File: config.mk
export PLATFORM = sky130hd
export DESIGN_NAME = apb_slave_mem
export DESIGN_NICKNAME = d
export VERILOG_FILES = /design/src/rtl/apb_slave_pkg.sv /design/src/rtl/apb_slave_mem_array.sv /design/src/rtl/apb_slave_mem.sv
export SDC_FILE = /design/constraint.sdc
export NUM_CORES = 1
export LEC_CHECK = 0
export ABC_AREA = 1
export CORE_ASPECT_RATIO = 1.5
export CORE_MARGIN = 2
export CORE_UTILIZATION = 40
export CTS_CLUSTER_DIAMETER = 80
export DETAILED_ROUTE_END_ITERATION = 7
export MAX_ROUTING_LAYER = met4
export PLACE_DENSITY = 0.6
export SETUP_SLACK_MARGIN = 0.5
export SKIP_CTS_REPAIR_TIMING = 1
export SYNTH_ARGS = -nofsm -noshare
export SYNTH_HDL_FRONTEND = slang
export SYNTH_HIERARCHICAL = 1
export SYNTH_SLANG_ARGS = --single-unit
File: constraint.sdc
create_clock -name PCLK -period 2 [get_ports PCLK]
set_input_delay 0.6 -clock PCLK [delete_from_list [all_inputs] [get_ports PCLK]]
set_output_delay 0.6 -clock PCLK [all_outputs]
set_load 0.01 [all_outputs]
File: src/rtl/apb_slave_pkg.sv
// ============================================================================
// Module   : apb_slave_pkg
// Brief    : Shared types and constants for the APB3 memory completer.
// Revision : 1.0 - initial release
// ============================================================================
`default_nettype none

package apb_slave_pkg;

    typedef enum logic {
        IDLE   = 1'b0,
        ACCESS = 1'b1
    } state_t;

    localparam int c_CNT_W = 4;

    // Wide enough for any practical DATA_W; users slice the low bits.
    localparam logic [63:0] c_PRDATA_RST = 64'h0;

endpackage

`default_nettype wire

File: src/rtl/apb_slave_mem_array.sv
// ============================================================================
// Module   : apb_slave_mem_array
// Brief    : MEM_DEPTH x DATA_W register storage, async clear, 1W/1R ports.
// Revision : 1.0 - initial release
// ============================================================================
`default_nettype none

module apb_slave_mem_array
    import apb_slave_pkg::*;
#(
    parameter int DATA_W    = 8,
    parameter int MEM_DEPTH = 128,
    parameter int IDX_W     = 7
) (
    input  logic              clk,
    input  logic              rst_n,
    input  logic              i_we,
    input  logic [IDX_W-1:0]  i_waddr,
    input  logic [DATA_W-1:0] i_wdata,
    input  logic [IDX_W-1:0]  i_raddr,
    output logic [DATA_W-1:0] o_rdata
);

    logic [DATA_W-1:0] r_mem [MEM_DEPTH];

    always_ff @(posedge clk or negedge rst_n) begin
        if (!rst_n) begin
            for (int i = 0; i < MEM_DEPTH; i++) begin
                r_mem[i] <= '0;
            end
        end else if (i_we) begin
            r_mem[i_waddr] <= i_wdata;
        end
    end

    // Callers only consume the read data for in-range addresses.
    assign o_rdata = r_mem[i_raddr];

endmodule

`default_nettype wire

File: src/rtl/apb_slave_mem.sv
// ============================================================================
// Module   : apb_slave_mem
// Brief    : APB3 completer with byte register memory, wait states, PSLVERR.
//            APB_SLAVE_WPROT_EN makes [PROT_BASE, MEM_DEPTH) write-protected.
// Revision : 1.0 - initial release
// ============================================================================
`default_nettype none

module apb_slave_mem
    import apb_slave_pkg::*;
#(
    parameter int ADDR_W      = 8,
    parameter int DATA_W      = 8,
    parameter int MEM_DEPTH   = 128,
    parameter int WAIT_CYCLES = 0
`ifdef APB_SLAVE_WPROT_EN
    ,
    parameter int PROT_BASE   = MEM_DEPTH / 2
`endif
) (
    input  logic              PCLK,
    input  logic              PRESETn,
    input  logic              PSEL,
    input  logic              PENABLE,
    input  logic              PWRITE,
    input  logic [ADDR_W-1:0] PADDR,
    input  logic [DATA_W-1:0] PWDATA,
    output logic              PREADY,
    output logic [DATA_W-1:0] PRDATA,
    output logic              PSLVERR
);

    localparam int                 c_IDX_W = (MEM_DEPTH > 1) ? $clog2(MEM_DEPTH) : 1;
    localparam logic [ADDR_W:0]    c_DEPTH = (ADDR_W + 1)'(MEM_DEPTH);
    localparam logic [c_CNT_W-1:0] c_WAIT  = c_CNT_W'(WAIT_CYCLES);

    state_t              r_state;
    logic [c_CNT_W-1:0]  r_cnt;
    logic                r_write;
    logic                r_err;
    logic [c_IDX_W-1:0]  r_waddr;
    logic [DATA_W-1:0]   r_wdata;
    logic [DATA_W-1:0]   r_prdata;

    logic                w_oor;
    logic                w_err;
    logic                w_ready;
    logic                w_done;
    logic                w_we;
    logic [DATA_W-1:0]   w_rdata;

    assign w_oor = ({1'b0, PADDR} >= c_DEPTH);

`ifdef APB_SLAVE_WPROT_EN
    localparam logic [ADDR_W:0] c_PROT = (ADDR_W + 1)'(PROT_BASE);
    assign w_err = w_oor | (PWRITE & ({1'b0, PADDR} >= c_PROT));
`else
    assign w_err = w_oor;
`endif

    // PREADY comes from registers only, so it cannot glitch on bus inputs.
    assign w_ready = (r_state == ACCESS) && (r_cnt == c_WAIT);
    assign w_done  = w_ready & PSEL & PENABLE;
    assign w_we    = w_done & r_write & ~r_err;

    always_ff @(posedge PCLK or negedge PRESETn) begin
        if (!PRESETn) begin
            r_state  <= IDLE;
            r_cnt    <= '0;
            r_write  <= 1'b0;
            r_err    <= 1'b0;
            r_waddr  <= '0;
            r_wdata  <= '0;
            r_prdata <= c_PRDATA_RST[DATA_W-1:0];
        end else if (r_state == IDLE) begin
            if (PSEL && !PENABLE) begin
                r_state  <= ACCESS;
                r_cnt    <= '0;
                r_write  <= PWRITE;
                r_err    <= w_err;
                r_waddr  <= PADDR[c_IDX_W-1:0];
                r_wdata  <= PWDATA;
                r_prdata <= (!PWRITE && !w_oor) ? w_rdata : c_PRDATA_RST[DATA_W-1:0];
            end
        end else begin
            if (!PSEL || w_done) begin
                r_state <= IDLE;
                r_cnt   <= '0;
            end else if (r_cnt < c_WAIT) begin
                r_cnt <= r_cnt + 1'b1;
            end
        end
    end

    apb_slave_mem_array #(
        .DATA_W    (DATA_W),
        .MEM_DEPTH (MEM_DEPTH),
        .IDX_W     (c_IDX_W)
    ) u_array (
        .clk     (PCLK),
        .rst_n   (PRESETn),
        .i_we    (w_we),
        .i_waddr (r_waddr),
        .i_wdata (r_wdata),
        .i_raddr (PADDR[c_IDX_W-1:0]),
        .o_rdata (w_rdata)
    );

    assign PREADY  = w_ready;
    assign PSLVERR = r_err & w_ready;
    assign PRDATA  = r_prdata;

endmodule

`default_nettype wire

==> results.ini <==
[finish]
layout_commonest_cell = nand2_1
areaGrowthSynthToFinish_pct = 28.54
multi_input_area_um2 = 21580
mostFrequentLayoutCells = nand2_1 (2241), dfrtp_1 (1043), o21ai_0 (857)
fill_cells = 10900
seq_area_um2 = 26280
final_nets = 6271
drive_gt1_frac = 0.2000
design_area_um2 = 61580

[pwr]
ir_drop_mv = 0.6382
power_density_nw_per_um2 = 788.2
p_leak_nw = 27.67

[timing]
setup_slack_ns = -0.1038
hold_viol = 0
worst_slew_pin_slew_ns = 0.4891
holdWs_ns = 0.3396
finalSetupViolCount = 108
period_needed_ns = 2.104
period_share = 1.052
slew_headroom = 0.6740
fmax_mhz = 475.3
grt_setup_unrepaired = true
skew_ns = 0.03750
drv_slew = 0

[setup_path]
setup.worst_path.start = r_write
path_cells = nand3_4 > nor3_4 > buf_12 > nand2_8 > nor3_4 > buf_6 > buf_12 > nand2_8 > nand2_1 > o21ai_0
r2r-start = r_write
worst-path-buf-inv = 3
cp-end-kind = flop
crit_fanout = 16
critical_path.max_stage_delay_ns = 0.40
critPathLaunchType = flop
required_ns = 2.58
critPathTopFamily = simple AND/OR/NAND/NOR gates
crit_type = flop to flop
crit_arrival_ns = 2.68
cp_slowest_cell = dfrtp_1

[detailed_routing]
drc = 0
first_pass_iters = 6
drt_iter0_markers = 4536
wl_per_cell_um = 21.24
routed_wl_um = 167800
ant_nets = 0
post_drt_via_cell_ratio = 5.474
vias = 43249

[global_route]
grt_pass1_wl_um = 243100
antenna_found_initial = 1
grt_pass1_vias = 41039
top_usage_layer = met2
use_met3 = 0.02583
grt_overflow_total = 0
grt_max_degree = 76
use_met2 = 0.4224
use_met1 = 0.3329
grt_usage = 0.2609

[placed_design]
dpl_cell_area_um2 = 53460
place.port_buffers = 30
dpl_worst_slack_ns = -0.7729
gp_congestion = 0.9150
hpwl_um = 102000

[clock_network]
cts_tree = yes
clock-sinks = 1050
root_buffer = clkbuf_16
clk-insertion-delay-late_ns = 0.73
cts.clk_slew.worst_paths_ns = 0.07
clock_path_buffers = 3
htree_levels = 3
cts_buffers = 99

[min_path]
hp-class = primary input to async pin

[synthesis]
netlist_instances = 5982
yosysWarningCount = 6
yosys.cell_types.count = 21
avgSynthCellArea_um2 = 8.008
synth_fp_nets = 6003
syn_area_um2 = 47900
ys_seq_area_frac = 0.5485
ys_ff_latch = 1050

[die]
initial_core_util = 0.4029
coreArea_um2 = 118900
die_y_um = 427.8
rows = 155
die-area_um2 = 122600
fp.dieW_um = 286.6
top_level_ports = 31

[run_status]
status = finished with violations
violations = negative setup slack

[job]
drv_cap = 0

-- final timing paths --
path / endpoint / slack [ns] / depth (start not counted)
setup / recovery: u_array/r_mem[436] / -0.10 / 10
hold / removal: u_array/r_mem[328] / 0.34 / 2
setup reg to reg: u_array/r_mem[436] / -0.10 / 10
hold reg to reg: u_array/r_mem[552] / 0.49 / 2
max in group asynchronous: u_array/r_mem[171] / 0.82 / 5
min in group PCLK: r_state / 0.34 / 4
-- sequential cells by signal, summed over array words and instances, names as in the netlist --
name,cells
r_write,1
r_err,1
r_wdata,8
r_state,1
r_waddr,7
PRDATA,8
u_array/r_mem,1024
-- Yosys cell counts --
cell / number / area [um^2]
buf_1: 29 / 108.9
buf_12: 2 / 40.04
buf_2: 149 / 745.7
buf_4: 8 / 60.06
buf_6: 21 / 236.5
clkbuf_1: 265 / 994.7
dfrtp_1: 1050 / 26280
inv_1: 33 / 123.9
inv_2: 2 / 7.510
nand2_1: 2414 / 9061
nand2_4: 20 / 225.2
nand3_1: 929 / 4649
nand3_2: 1 / 10.01
nor2_1: 14 / 52.55
nor2_2: 10 / 62.56
nor2_4: 7 / 78.83
nor3_1: 1 / 5.000
nor3_4: 2 / 32.53
o21ai_0: 1004 / 5025
o21ai_1: 20 / 100.1
or2_4: 1 / 8.760
-- area by class of cell --
cell class / count / area share
clock buffers: 139 / 0.04763
well taps: 1570 / 0.03190
multi-input cells: 4434 / 0.3504
repair inverters: 5 / 0.001300
inverters: 35 / 0.003901
flip-flops and latches: 1050 / 0.4269
repair buffers: 625 / 0.1279
clock inverters: 42 / 0.01010
diodes: 1 / 0.00004064
-- power by group --
part | switching, mW | internal [mW] | total, mW
clock network | 8.66 | 12.2 | 20.8
registers | 0.185 | 21.4 | 21.6
logic | 4.17 | 1.92 | 6.09
-- worst reg2reg max path, cell delays in order, from the launching register on --
cell     delay (ns)
dfrtp_1        0.40
nand3_4        0.10
nor3_4         0.22
buf_12         0.16
nand2_8        0.09
nor3_4         0.30
buf_6          0.22
buf_12         0.21
nand2_8        0.12
nand2_1        0.08
o21ai_0        0.07
-- through the flow --
step,TNS (ns),power (mW),cells,util
5_1_grt,-21.18,50.00,7901,0.5180
6_report,-6.064,48.53,7901,0.5180
4_1_cts,-4.476,47.96,7764,0.4796
3_3_place_gp,-562.84,27.14,7583,0.4497
3_5_place_dp,-579.44,27.16,7583,0.4497
2_1_floorplan,-0.008980,24.37,5982,-
-- kinds of logic after synthesis --
kind of cell,after synthesis,synth area share
compound gates,1024,0.1070
buf+inv,509,0.04837
flops,1050,0.5485
simple gates,3399,0.2961
-- routing by layer --
metal	share of wire	vias to the layer above
li1	-	20195
met1	0.40	21039
met2	0.49	1645
met3	0.060	370
met4	0.049	0
met5	0	-
(Power assumes the default switching activity.)
